===== src/rtl/pac_sprite_if.sv =====
// Raster/bitmap bus between the VGA timing side, the Pacman bitmap ROM and the sprite scanner.
// The scanner uses the slave view; the timing generator and the bitmap together form the master side.
interface pac_sprite_if #(
   parameter int COORD_W = 10
);
   logic               pix_en;
   logic               frame_start;
   logic [COORD_W-1:0] hcount;
   logic [COORD_W-1:0] vcount;
   logic [COORD_W-1:0] pac_x;
   logic [COORD_W-1:0] pac_y;
   logic [3:0]         dir_req;
   logic               sprite_pixel;
   logic [4:0]         sprite_x;
   logic [4:0]         sprite_y;
   logic [3:0]         sprite_dir;
   logic               pac_on;
   logic               mouth_open;

   modport master (
      output pix_en, frame_start, hcount, vcount, pac_x, pac_y, dir_req, sprite_pixel,
      input  sprite_x, sprite_y, sprite_dir, pac_on, mouth_open
   );

   modport slave (
      input  pix_en, frame_start, hcount, vcount, pac_x, pac_y, dir_req, sprite_pixel,
      output sprite_x, sprite_y, sprite_dir, pac_on, mouth_open
   );
endinterface


===== src/rtl/pac_sprite_scan.sv =====
// Pacman sprite scanner: raster position -> local bitmap coordinates, then the bitmap pixel is
// registered as pac_on. Position, facing and mouth phase are latched once per frame.
module pac_sprite_scan #(
   parameter int SIZE        = 24,
   parameter int ANIM_FRAMES = 8,
   parameter int COORD_W     = 10
) (
   input  logic         clk,
   input  logic         rst,
   pac_sprite_if.slave  bus
);
   localparam int                CNT_W    = (ANIM_FRAMES > 1) ? $clog2(ANIM_FRAMES) : 1;
   localparam logic [COORD_W:0]  SIZE_C   = (COORD_W+1)'(SIZE);
   localparam logic [CNT_W-1:0]  CNT_LAST = CNT_W'(ANIM_FRAMES - 1);

   logic [COORD_W-1:0] pos_x, pos_y;
   logic [3:0]         dir_lat;
   logic [CNT_W-1:0]   anim_cnt;
   logic               mouth;
   logic               valid1;
   logic               in_box;
   logic               dir_ok;
   logic [COORD_W:0]   dx, dy;

   // One extra bit on the differences keeps a sprite near the right/bottom edge from aliasing onto column/row 0.
   always_comb begin
      dx     = {1'b0, bus.hcount} - {1'b0, pos_x};
      dy     = {1'b0, bus.vcount} - {1'b0, pos_y};
      in_box = (bus.hcount >= pos_x) && (dx < SIZE_C) &&
               (bus.vcount >= pos_y) && (dy < SIZE_C);
      dir_ok = (bus.dir_req != 4'b0000) && ((bus.dir_req & (bus.dir_req - 4'd1)) == 4'b0000);
   end

   always_ff @(posedge clk or posedge rst) begin
      if (rst) begin
         pos_x    <= '0;
         pos_y    <= '0;
         dir_lat  <= 4'b0000;
         anim_cnt <= '0;
         mouth    <= 1'b0;
      end else if (bus.frame_start) begin
         pos_x <= bus.pac_x;
         pos_y <= bus.pac_y;
         if (dir_ok)
            dir_lat <= bus.dir_req;
         if (anim_cnt == CNT_LAST) begin
            anim_cnt <= '0;
            mouth    <= ~mouth;
         end else begin
            anim_cnt <= anim_cnt + 1'b1;
         end
      end
   end

   // Two-stage pixel pipeline; sprite_pixel is the combinational bitmap answer for stage-1 outputs.
   always_ff @(posedge clk or posedge rst) begin
      if (rst) begin
         bus.sprite_x   <= 5'd0;
         bus.sprite_y   <= 5'd0;
         bus.sprite_dir <= 4'b0000;
         valid1         <= 1'b0;
         bus.pac_on     <= 1'b0;
      end else if (bus.pix_en) begin
         bus.sprite_x   <= in_box ? dx[4:0] : 5'd0;
         bus.sprite_y   <= in_box ? dy[4:0] : 5'd0;
         bus.sprite_dir <= mouth ? dir_lat : 4'b0000;
         valid1         <= in_box;
         bus.pac_on     <= valid1 & bus.sprite_pixel;
      end
   end

   assign bus.mouth_open = mouth;
endmodule


===== src/flat_wrapper.sv =====
// flat-port wrapper written by rule: the top's interface ports become plain ports
module pac_sprite_scan_flat 
#(
   parameter int SIZE        = 24,
   parameter int ANIM_FRAMES = 8,
   parameter int COORD_W     = 10
)
  (clk, rst, bus_pix_en, bus_frame_start, bus_hcount, bus_vcount, bus_pac_x, bus_pac_y, bus_dir_req, bus_sprite_pixel, bus_sprite_x, bus_sprite_y, bus_sprite_dir, bus_pac_on, bus_mouth_open);
  pac_sprite_if #(.COORD_W(COORD_W)) bus_i ();
  input  logic clk;
  input  logic rst;
  input wire logic [$bits(bus_i.pix_en)-1:0] bus_pix_en;
  input wire logic [$bits(bus_i.frame_start)-1:0] bus_frame_start;
  input wire logic [$bits(bus_i.hcount)-1:0] bus_hcount;
  input wire logic [$bits(bus_i.vcount)-1:0] bus_vcount;
  input wire logic [$bits(bus_i.pac_x)-1:0] bus_pac_x;
  input wire logic [$bits(bus_i.pac_y)-1:0] bus_pac_y;
  input wire logic [$bits(bus_i.dir_req)-1:0] bus_dir_req;
  input wire logic [$bits(bus_i.sprite_pixel)-1:0] bus_sprite_pixel;
  output wire logic [$bits(bus_i.sprite_x)-1:0] bus_sprite_x;
  output wire logic [$bits(bus_i.sprite_y)-1:0] bus_sprite_y;
  output wire logic [$bits(bus_i.sprite_dir)-1:0] bus_sprite_dir;
  output wire logic [$bits(bus_i.pac_on)-1:0] bus_pac_on;
  output wire logic [$bits(bus_i.mouth_open)-1:0] bus_mouth_open;
  assign bus_i.pix_en = bus_pix_en;
  assign bus_i.frame_start = bus_frame_start;
  assign bus_i.hcount = bus_hcount;
  assign bus_i.vcount = bus_vcount;
  assign bus_i.pac_x = bus_pac_x;
  assign bus_i.pac_y = bus_pac_y;
  assign bus_i.dir_req = bus_dir_req;
  assign bus_i.sprite_pixel = bus_sprite_pixel;
  assign bus_sprite_x = bus_i.sprite_x;
  assign bus_sprite_y = bus_i.sprite_y;
  assign bus_sprite_dir = bus_i.sprite_dir;
  assign bus_pac_on = bus_i.pac_on;
  assign bus_mouth_open = bus_i.mouth_open;
  pac_sprite_scan #(.SIZE(SIZE), .ANIM_FRAMES(ANIM_FRAMES), .COORD_W(COORD_W)) u_core (.clk(clk), .rst(rst), .bus(bus_i));
endmodule

===== config.mk =====
export PLATFORM = sky130hd
export DESIGN_NAME = pac_sprite_scan_flat
export DESIGN_NICKNAME = d
export VERILOG_FILES = /design/src/rtl/pac_sprite_if.sv /design/src/rtl/pac_sprite_scan.sv /design/src/flat_wrapper.sv
export SDC_FILE = /design/constraint.sdc
export NUM_CORES = 1
export LEC_CHECK = 0
export ABC_AREA = 0
export CORE_ASPECT_RATIO = 2
export CORE_MARGIN = 1
export CORE_UTILIZATION = 46
export DETAILED_ROUTE_END_ITERATION = 6
export GPL_ROUTABILITY_DRIVEN = 0
export PLACE_DENSITY = 0.77
export RECOVER_POWER = 50
export SLEW_MARGIN = 25
export SYNTH_ARGS = -nofsm -noshare
export SYNTH_HDL_FRONTEND = slang
export SYNTH_SLANG_ARGS = --single-unit

===== constraint.sdc =====
create_clock -name clk -period 2.6 [get_ports clk]
set_input_delay 0.39 -clock clk [delete_from_list [all_inputs] [get_ports clk]]
set_output_delay 0.39 -clock clk [all_outputs]
set_load 0.05 [all_outputs]

# == After elaboration in Yosys (flattened, before gate mapping) ==
# Cells that the tools add are included.
# totals
out_inout_bits,16
inputBits,49
register_bits,44
# op_classes
eq_ne,1
add_sub_neg,4
n_reduce_logical,8
magnitude_cmp,4
bitwise_logic,3
n_mux,4
# op_table
op,n
11-bit by 5-bit < comparator with 1-bit output (second input constant),2
10-bit by 10-bit subtractor with 11-bit output,2
10-bit >= comparator,2
5-bit 2-to-1 mux,2
4-bit bitwise AND,1
1-bit logical AND,4
4-bit logical NOT,1
4-bit 2-to-1 mux,1
2-bit AND reduction,2
4-bit nonzero test,1
4-bit by 1-bit subtractor with 4-bit output (second input constant),1
3-bit by 1-bit adder with 3-bit output (second input constant),1
3-bit equality test (second input constant),1
3-bit 2-to-1 mux,1
1-bit bitwise AND,1
1-bit NOT,1

# == Logic depth before layout (Yosys ltp) ==
# Gate-level depths: netlist (run 1).
# logic_depth
ltp_word,6
depth_mapped,12
ltp_nobuf,11

# == Worst setup path before layout (run 1) ==
# Ideal clock, no wire load.
# synth_timing
path_type,input to register
start,in bus_hcount[0]
end,reg u_core.bus.sprite_x[2]
setup_slack_ns,-0.162
setup_ns,0.104
path_buffers,1
t_arrival_ns,2.658
path_stages,11
cell_sequence,inv_1 > ha_1 > inv_1 > fa_1 > a211oi_4 > o21ai_1 > nor3b_1 > a311oi_1 > or4b_4 > buf_6 > o41ai_2
# synth_between
elab_chain_cells,6
# synth_rtl
element,line_no,text
start: declaration,flat_wrapper.sv:14,input wire logic [$bits(bus_i.hcount)-1:0] bus_hcount;
10-bit by 10-bit subtractor with 11-bit output,pac_sprite_scan.sv:27,"dx = {1'b0, bus.hcount} - {1'b0, pos_x};"
11-bit by 5-bit < comparator with 1-bit output,pac_sprite_scan.sv:29,in_box = (bus.hcount >= pos_x) && (dx < SIZE_C) &&
1-bit logical AND (2 in a row),pac_sprite_scan.sv:29,
1-bit logical AND,pac_sprite_scan.sv:30,(bus.vcount >= pos_y) && (dy < SIZE_C);
5-bit 2-to-1 mux (*),pac_sprite_scan.sv:64,bus.sprite_x <= in_box ? dx[4:0] : 5'd0;
end signal: assignment,pac_sprite_scan.sv:64,
end: declaration,pac_sprite_if.sv:27,"output sprite_x, sprite_y, sprite_dir, pac_on, mouth_open"
# Every way passes the cells marked *; elsewhere a longest branch is shown, timed or not.
# A chain may end at the register's enable or synchronous reset.

# == Worst setup path after layout (run 1) ==
# layout_timing
start,in bus_hcount[0]
end,reg u_core.bus.sprite_y[1]
# layout_between
elab_chain_cells,6
# layout_rtl
element,line_no,text
10-bit by 10-bit subtractor with 11-bit output,pac_sprite_scan.sv:27,
11-bit by 5-bit < comparator with 1-bit output,pac_sprite_scan.sv:29,
1-bit logical AND (*) (2 in a row),pac_sprite_scan.sv:29,
1-bit logical AND (*),pac_sprite_scan.sv:30,
5-bit 2-to-1 mux (*),pac_sprite_scan.sv:65,bus.sprite_y <= in_box ? dy[4:0] : 5'd0;
end signal: assignment,pac_sprite_scan.sv:65,
end: declaration,pac_sprite_if.sv:27,
# Marks and branches as above.

==> impl_metrics.toml, run 1 <==
[setup_path]
cp_max_fo = 6
worstPathRequired_ns = 2.78
worstSetupPathType = "input port to register"
crit_path_cell_trace = "clkdlybuf4s15_2, inv_12, ha_4, inv_2, fa_2, a211oi_4, o21ai_2, nor3b_2, a311oi_2, or4b_4, o41ai_2"
crit_family = "compound AO/OA/AOI/OAI gates"
end_kind = "register"
worst_path_largest_cell_delay_ns = 0.59
arrival_ns = 3.07
path_buf_inv = 3
startpoint_type = "input port"
critPathSlowestCell = "or4b_4"

[status]
status = "finished, violations left"
violations = "design-rule violations, negative setup slack"

[synthesis]
synth_area_leaders = "dfrtp_1 (38%), ha_1 (9.6%), o21ai_0 (6.1%)"
yosysSeqAreaShare_pct = 38.3
synth_largest_area_cell = "dfrtp_1"
ys_warn_count = 0
syn_area_per_cell_um2 = 9.28
synth_top_cells_by_count = "dfrtp_1 (44), inv_1 (39), o21ai_0 (35)"
synth_top_area_share_pct = 38.3
netlist_instances = 310
ys_types = 53
synth-main-ff-cell = "dfrtp_1"
async_flop_share_pct = 100
synth_edf_count = 0
post-synth-top-count-cell = "dfrtp_1"
synth.net_count = 383
syn-cell-area_um2 = 2880
ys_seq_elements = 44

[detailed_routing]
vias = 2837
wl_per_cell_um = 17.2
wl_um = 8490
via_per_inst = 5.75
ant_nets = 0
drc = 3
drt-initial-drc-count = 116
dr.pass1.iters = 6

[floorplanning]
core_um2 = 6010
initial_core_util_pct = 47.9
die_h_um = 114
num_io_pins = 65
die_area_um2 = 6590
die_w_um = 57.9
rows = 40

[clock_network]
clk_pin_slew_worst_paths_ns = 0.06
ctsHoldBuffers = 0
clkSinkCount = 44
worstSkewPairLatency_ns = 0.29
htreeDepth = 2
cts_tree = "done"
tritoncts.num_buffers = 5
root_buffer = "clkbuf_16"
clockBufferDepth = 2

[cells_and_area]
multi_input_area_um2 = 1740
regArea_um2 = 1100
antenna_cells = 0
drive_gt1_share_pct = 26.3
layout.cells.non_filler = 493
fill_cells = 420
area_delta_synth_final_pct = 51.1
final_nets = 502

[timing]
setup_ws_ns = -0.290
hold_ws_ns = 0.502
rsz0062_at_grt = "yes"
finalHoldViolations = 0
timing.final.crit_share_pct = 111
fin_crit_ns = 2.89
maxSlewHeadroom_pct = 8.93
fin_worst_skew_ns = 0.00681
worst_pin_slew_ns = 1.37
timing.fmax_mhz = 346
finalSetupViolCount = 11
maxSlewViolCount = 0

[flow_run]
cap_viol_max_count = 0

[placement]
place_hpwl_um = 5920
port_buffers = 64
post-place-cells = 472

[grt]
grt_overflow_total = 0
grt_pass1_wl_um = 13200
grt_pass1_vias = 2918
grt_use_total_pct = 26.6
grt_start_max_net_pins = 26
antenna_found_initial = 0

[pwr]
total_power_w = 0.00268
power_density_nw_per_um2 = 616
p_leak_nw = 2.01
seqPwrFrac_pct = 31.4
power.internal_w = 0.00176
clkPwrFrac_pct = 27.3
switching_share_pct = 34.3
ir_worst_vdd_mv = 0.518
power_frac_comb_pct = 41.2
p_sw_w = 0.000917

[worst_hold_path]
min_path_type = "register to register"
-- per-layer routing --
metal / track usage [%] / vias up / wire, µm / part of all wire, %
met5: 0 / - / 0 / 0
met4: 16.7 / 0 / 513 / 6.0
met3: 4.42 / 34 / 322 / 3.8
met2: 49.1 / 118 / 4660 / 55
met1: 26.3 / 1359 / 3000 / 35
li1: - / 1326 / - / -
-- layout make-up --
class	instances	share of cell area [%]
Clock buffer	5	2.88
Multi-Input combinational cell	216	40.1
Inverter	39	3.66
Timing Repair Buffer	123	25.2
Sequential cell	44	25.3
Clock inverter	3	0.979
Tap cell	63	1.81
-- worst min-delay path, stage by stage (launching register included) --
cell	delay [ns]
dfrtp_1	0.36
nand2b_1	0.07
o41ai_2	0.05
-- layout by cell type (no fill, tap or decap), types with 3 or more instances in the layout --
cell type	n
mux2_2	8
nand3_1	9
o21a_1	4
clkdlybuf4s50_1	59
o21ai_0	34
xnor2_1	6
ha_1	20
a21oi_1	8
nand2b_1	16
dfrtp_1	44
buf_4	53
clkbuf_16	5
o41ai_4	3
nor2_1	12
o41ai_2	7
inv_1	35
nand2_1	31
-- flip-flops by register name, indices dropped and copies added (netlist names) --
name	count
u_core.anim_cnt	3
u_core.bus.mouth_open	1
u_core.bus.pac_on	1
u_core.bus.sprite_dir	4
u_core.bus.sprite_x	5
u_core.bus.sprite_y	5
u_core.dir_lat	4
u_core.pos_x	10
u_core.pos_y	10
u_core.valid1	1
-- power by group through the flow --
stage / clock network [W] / registers (W) / logic [W]
detailed placement: 0 / 0.000851 / 0.000945
global placement: 0 / 0.000847 / 0.000927
finish: 0.000732 / 0.000841 / 0.00110
global route: 0.000769 / 0.000853 / 0.00119
CTS: 0.000744 / 0.000840 / 0.00103
floorplan: 0 / 0.000930 / 0.000483
-- what timing repair did --
item	in CTS	in global routing
setup buffers	5	6
pin swaps	10	4
endpoints found under the setup margin	11	11
cloned	1	1
resized for setup	18	14
-- worst paths after layout --
path | from | to | slack, ns | depth (start not counted)
setup / recovery | bus_hcount[0] | u_core.bus.sprite_y[1]$_DFFE_PP0P_ | -0.29 | 11
hold / removal | u_core.bus.sprite_y[0]$_DFFE_PP0P_ | u_core.bus.sprite_y[0]$_DFFE_PP0P_ | 0.50 | 2
setup reg to reg | u_core.pos_x[0]$_DFFE_PP0P_ | u_core.bus.sprite_y[1]$_DFFE_PP0P_ | -0.28 | 9
hold reg to reg | u_core.bus.sprite_y[0]$_DFFE_PP0P_ | u_core.bus.sprite_y[0]$_DFFE_PP0P_ | 0.50 | 2
max in group asynchronous | rst | u_core.pos_x[0]$_DFFE_PP0P_ | 0.38 | 3
min in group asynchronous | rst | u_core.bus.sprite_dir[3]$_DFFE_PP0P_ | 0.57 | 2
-- kinds of logic after synthesis --
| kind of cell | share of synthesized area, % |
|---|---|
| compound gates | 21.7 |
| xor+xnor | 3.05 |
| fa+ha+maj | 11.3 |
| buf+inv | 7.05 |
| flops | 38.3 |
| mux | 3.48 |
| simple gates | 15.2 |
-- through the flow --
stage | instance area (µm²) | setup WS [ns] | setup TNS (ns) | util, %
finish | 4350 | -0.290 | -2.73 | 72.4
global route | 4350 | -0.385 | -3.85 | 72.4
CTS | 4220 | -0.203 | -1.75 | 70.3
detailed placement | 3950 | -0.877 | -8.16 | 65.7
global placement | 3940 | -0.880 | -9.34 | 65.6
floorplan | 2920 | -0.0625 | -0.241 | -
(Power assumes the default switching activity.)
==> inputs of run 2 (changes only) <==
==> constraint.sdc (replaced) <==
create_clock -name clk -period 2.6 [get_ports clk]
set_input_delay 0.39 -clock clk [delete_from_list [all_inputs] [get_ports clk]]
set_output_delay 0.39 -clock clk [all_outputs]
set_load 0.01 [all_outputs]
==> results of run 2 <==
The final DEF is identical to that of run 1. Status: finished, violations left: design-rule violations, negative setup slack.
Main changes from that run: total power 0.00268 W -> 0.00259 W; worst IR drop on VDD 0.518 mV -> 0.472 mV
